## src/rtl/reg_scoreboard.sv

```systemverilog
// Register scoreboard for long-latency writers (loads, mul/div).
// Tracks pending destination registers and stalls ID on RAW/WAW hazards or capacity.
module reg_scoreboard #(
    parameter int unsigned MAX_OUT = 4,
    parameter int unsigned CNT_W   = 3
) (
    input  logic             clk,
    input  logic             rst,
    input  logic [4:0]       id_rs1_addr,
    input  logic             id_rs1_used,
    input  logic [4:0]       id_rs2_addr,
    input  logic             id_rs2_used,
    input  logic [4:0]       id_rd_addr,
    input  logic             id_RegWrite,
    input  logic             id_long,
    input  logic             id_fire,
    input  logic             wb_valid,
    input  logic [4:0]       wb_rd_addr,
    output logic             stall,
    output logic [31:0]      pending_vec,
    output logic [CNT_W-1:0] outstanding,
    output logic             full,
    output logic             err
);

    localparam int unsigned SW = CNT_W + 1;

    logic          wb_hit;
    logic          any_clr;
    logic          unexp_wb;
    logic          busy_rs1;
    logic          busy_rs2;
    logic          busy_rd;
    logic          rd_nz;
    logic          set;
    logic [31:0]   pending_next;
    logic [SW-1:0] cnt_next;

    assign wb_hit   = wb_valid && (wb_rd_addr != 5'd0);
    assign any_clr  = wb_hit && pending_vec[wb_rd_addr];
    assign unexp_wb = wb_hit && !pending_vec[wb_rd_addr];
    assign rd_nz    = (id_rd_addr != 5'd0);

    // A register written back this cycle is no longer busy; data arrives via bypass.
    assign busy_rs1 = pending_vec[id_rs1_addr] && !(any_clr && (wb_rd_addr == id_rs1_addr));
    assign busy_rs2 = pending_vec[id_rs2_addr] && !(any_clr && (wb_rd_addr == id_rs2_addr));
    assign busy_rd  = pending_vec[id_rd_addr]  && !(any_clr && (wb_rd_addr == id_rd_addr));

    assign stall = (id_rs1_used && busy_rs1)
                || (id_rs2_used && busy_rs2)
                || (id_RegWrite && rd_nz && busy_rd)
                || (id_RegWrite && id_long && rd_nz && full && !any_clr);

    assign set = id_fire && id_RegWrite && id_long && rd_nz && !stall;

    // Clear first, then set, so a same-cycle reissue keeps the bit (new owner).
    always_comb begin
        pending_next = pending_vec;
        if (any_clr) begin
            pending_next[wb_rd_addr] = 1'b0;
        end
        if (set) begin
            pending_next[id_rd_addr] = 1'b1;
        end
    end

    always_comb begin
        cnt_next = {1'b0, outstanding} + SW'(set);
        if (any_clr && (cnt_next != '0)) begin
            cnt_next = cnt_next - SW'(1);
        end
        if (cnt_next > SW'(MAX_OUT)) begin
            cnt_next = SW'(MAX_OUT);
        end
    end

    always_ff @(posedge clk) begin
        if (rst) begin
            pending_vec <= '0;
            outstanding <= '0;
            full        <= 1'b0;
            err         <= 1'b0;
        end else begin
            pending_vec <= pending_next;
            outstanding <= cnt_next[CNT_W-1:0];
            full        <= (cnt_next == SW'(MAX_OUT));
            err         <= err || unexp_wb || (id_fire && stall);
        end
    end

endmodule

```

## config.mk

```make
export PLATFORM = sky130hd
export DESIGN_NAME = reg_scoreboard
export DESIGN_NICKNAME = d
export VERILOG_FILES = /design/src/rtl/reg_scoreboard.sv
export SDC_FILE = /design/constraint.sdc
export NUM_CORES = 1
export LEC_CHECK = 0
export CAP_MARGIN = 40
export CORE_UTILIZATION = 55
export CTS_BUF_LIST = sky130_fd_sc_hd__clkbuf_4
export DETAILED_ROUTE_END_ITERATION = 16
export GPL_TIMING_DRIVEN = 1
export PLACE_DENSITY_LB_ADDON = 0.1
export SLEW_MARGIN = 20
export SYNTH_ARGS = -nofsm -noshare
export SYNTH_HDL_FRONTEND = slang
export SYNTH_SLANG_ARGS = --single-unit
```

## constraint.sdc

```tcl
create_clock -name clk -period 5.8 [get_ports clk]
set_input_delay 1.16 -clock clk [delete_from_list [all_inputs] [get_ports clk]]
set_output_delay 1.16 -clock clk [all_outputs]
set_load 0.05 [all_outputs]
```

==> summary.md <==
| Metric | Value |
|---|---|
| Status | `finished, final reports clean` |
| Drt wl/cell | `23.0 um` |
| Synthesis-stage register bit count | `36` |
| CP required | `4640 ps` |
| Final hold vios | `0` |
| Critical path start-end classification | `input pin to primary output` |
| Remaining global-route overflow | `0` |
| Drc violations | `0` |
| Fill count | `530` |
| Startpoint Class | `input pin` |
| Clock Sinks | `36` |
| CTS resizes | `0` |
| Setup violators final | `0` |
| CTS root buf | `clkbuf_4` |
| Worst slew margin | `between 50% and 60%` |
| # diodes | `0` |
| Netlist cell types | `between 50 and 60` |
| Initial core utilization | `57.0%` |
| Hold bufs inserted after CTS | `0` |
| Multi-input gate area | `approximately 2600 um^2` |
| Cell Int Power | `0.369 mW` |
| TNS Setup | `0 ps` |
| Die area | `6870 um^2` |
| HP Class | `flop to flop` |
| CP Capture Type | `primary output` |
| Port bufs | `between 60 and 70` |
| Peak supply drop | `roughly 0.13 mV` |
| Combinational share of power | `33.1%` |
| Top cell type's share of synthesized area | `20.0%` |
| Post-route cell area | `4340 um^2` |
| FP Rows | `29` |
| Final Max Tran Viols | `0` |
| Most common cell in the netlist | `dfxtp_1` |
| Nets | `461` |
| Post-DR vias/cell | `7.15` |
| Final WL | `11.7 mm` |
| Gate Count Post-Synth | `384` |
| Largest net degree at the start of global routing | `38` |
| Post-route ant nets | `0` |
| Width of the die | `82.9 um` |
| CP Data Arrival Time | `4320 ps` |
| Clk slew on worst S/H paths | `120 ps` |
| RSZ-0062 raised after global routing | `no` |
| Clk Latency, worst-skew pair | `around 350 ps` |
| Post-synthesis sequential area ratio | `between 20% and 30%` |
| Core area | `around 6300 um^2` |
| Initial DRC count | `368` |
| Syn. warnings | `0` |
| Fmax | `0.183 GHz` |
| Vias | `3,623` |
| Die Height | `82.9 um` |
| Minimum clock period | `5480 ps` |
| Post-CTS Setup Inserts | `0` |
| Power Density | `134 nW/um^2` |
| H-tree depth | `2` |
| Share of cells above drive strength 1 | `between 15 and 20%` |
| Synth async-reset ratio | `0%` |
| Syn_nets | `between 400 and 500` |
| EDFF count, synth | `0` |
| Final Wtd Congestion | `0.970` |
| DR pass1 iterations | `5` |
| Worst-case clock buffer depth | `2` |
| Post-Syn Area | `3600 um^2` |
| DP Area | `between 4000 and 5000 um^2` |
| # Max-Cap Violations | `0` |
| First-pass GRT wire length | `19.2 mm` |
| Worst-path maximum fanout | `33` |
| Num CTS Buffers | `5` |
| Initial antenna violation count | `0` |
| FF/Latch Area | `721 um^2` |
| Half-perimeter wire length after placement | `8.21 mm` |
| Synth Flop Type | `dfxtp_1` |
| GR Util All Layers | `35.0%` |
| Final worst-path cycle share | `94.5%` |
| Sw Pwr | `0.213 mW` |
| TritonCTS clock tree | `yes` |
| Layout area overhead | `20.7%` |
| Clock network fraction of design power | `23.5%` |
| Slew @ Worst Pin | `624 ps` |
| Mean area per synthesized cell | `9.37 um^2` |
| Pleak | `approximately 1.5 nW` |
| Worst Clk Skew | `roughly 16 ps` |
| Reg power frac | `43.4%` |
| I/O pins | `66` |
| Largest cells by area after synthesis | `dfxtp_1, mux4_2, o41ai_1` |
| Power Total | `0.582 mW` |
| Vias in the first global route | `3,633` |
| Leading area contributor after synthesis | `dfxtp_1` |
| Sw frac | `36.7%` |
| Most frequent cells after synthesis | `dfxtp_1, nor2b_1, o41ai_1, clkbuf_1, mux2i_1` |
==> layer usage <==
metal  global-route usage, %  routed length (um)  up-vias
met5                       0                   0        -
met4                    14.4                 363        0
met3                    7.95                1330       42
met2                    54.0                5310      258
met1                    47.2                4670     1721
li1                        -                   -     1602
==> final timing paths <==
check            startpoint             end  slack [ps]  cells after the start
max reg2reg  pending_vec[6]  outstanding[0]        1570                     16
max           wb_rd_addr[3]           stall         320                     10
min reg2reg  pending_vec[0]  pending_vec[0]         550                      1
min          pending_vec[0]  pending_vec[0]         550                      1
==> area by class of cell <==
| class | count | share of cell area [%] |
|---|---|---|
| Sequential cell | 36 | 16.6 |
| Tap cell | 77 | 2.22 |
| Multi-Input combinational cell | 297 | 60.6 |
| Timing Repair Buffer | 82 | 18.7 |
| Clock buffer | 5 | 0.865 |
| Inverter | 8 | 0.692 |
| Clock inverter | 2 | 0.288 |
==> critical path: stages <==
cell and delay, ps:
clkdlybuf4s50_1 740, or3b_1 510, o22ai_1 270, nor4_1 110, o221ai_4 260, a31oi_1 150
a211o_4 330, buf_4 260, or2_1 320, buf_12 160
==> power groups by stage <==
stage               clock network [mW]  logic (mW)  registers (mW)
global placement                     0       0.187           0.258
detailed placement                   0       0.189           0.258
finish                           0.137       0.193           0.253
floorplan                            0       0.119           0.266
CTS                              0.140       0.190           0.253
global route                     0.152       0.204           0.253
==> cell families after synthesis <==
group	count (synthesis)	share of synthesized area [%]
flops	36	20.0
compound gates	95	22.8
buf+inv	51	6.82
simple gates	130	21.8
mux	52	23.4
fa+ha+maj	3	1.04
xor+xnor	17	4.14
==> state kept, by name, indices dropped and copies added, names as in the netlist <==
signal	count
outstanding	3
pending_vec	32
err	1
==> cell usage in the layout, fill, tap and decap left out, types with 5 or more instances in the layout <==
master           count
nor3_1               7
or4_1               13
mux4_2              17
o31ai_1             12
o31ai_2             12
nor2_1               7
mux2i_1             21
dfxtp_1             36
nand2_1             12
clkbuf_4             5
o22ai_1              6
mux2_2               8
or3_1               20
xnor2_1              9
nor2b_1             35
o21ai_1              8
xor2_1               8
clkdlybuf4s50_1     64
mux4_1               6
nand3b_1             7
o41ai_1             31
buf_4               15
inv_1                7
nand3_1             11
==> stage by stage <==
stage / utilization (%) / setup slack (ps) / hold slack [ps] / instances
floorplan: - / 716 / 734 / 384
global placement: 68.0 / 278 / 507 / 500
detailed placement: 68.0 / 125 / 523 / 500
CTS: 68.8 / 332 / 543 / 507
global route: 68.8 / 230 / 570 / 507
finish: 68.8 / 321 / 547 / 507
No activity file was read; power rests on OpenSTA's default activity.
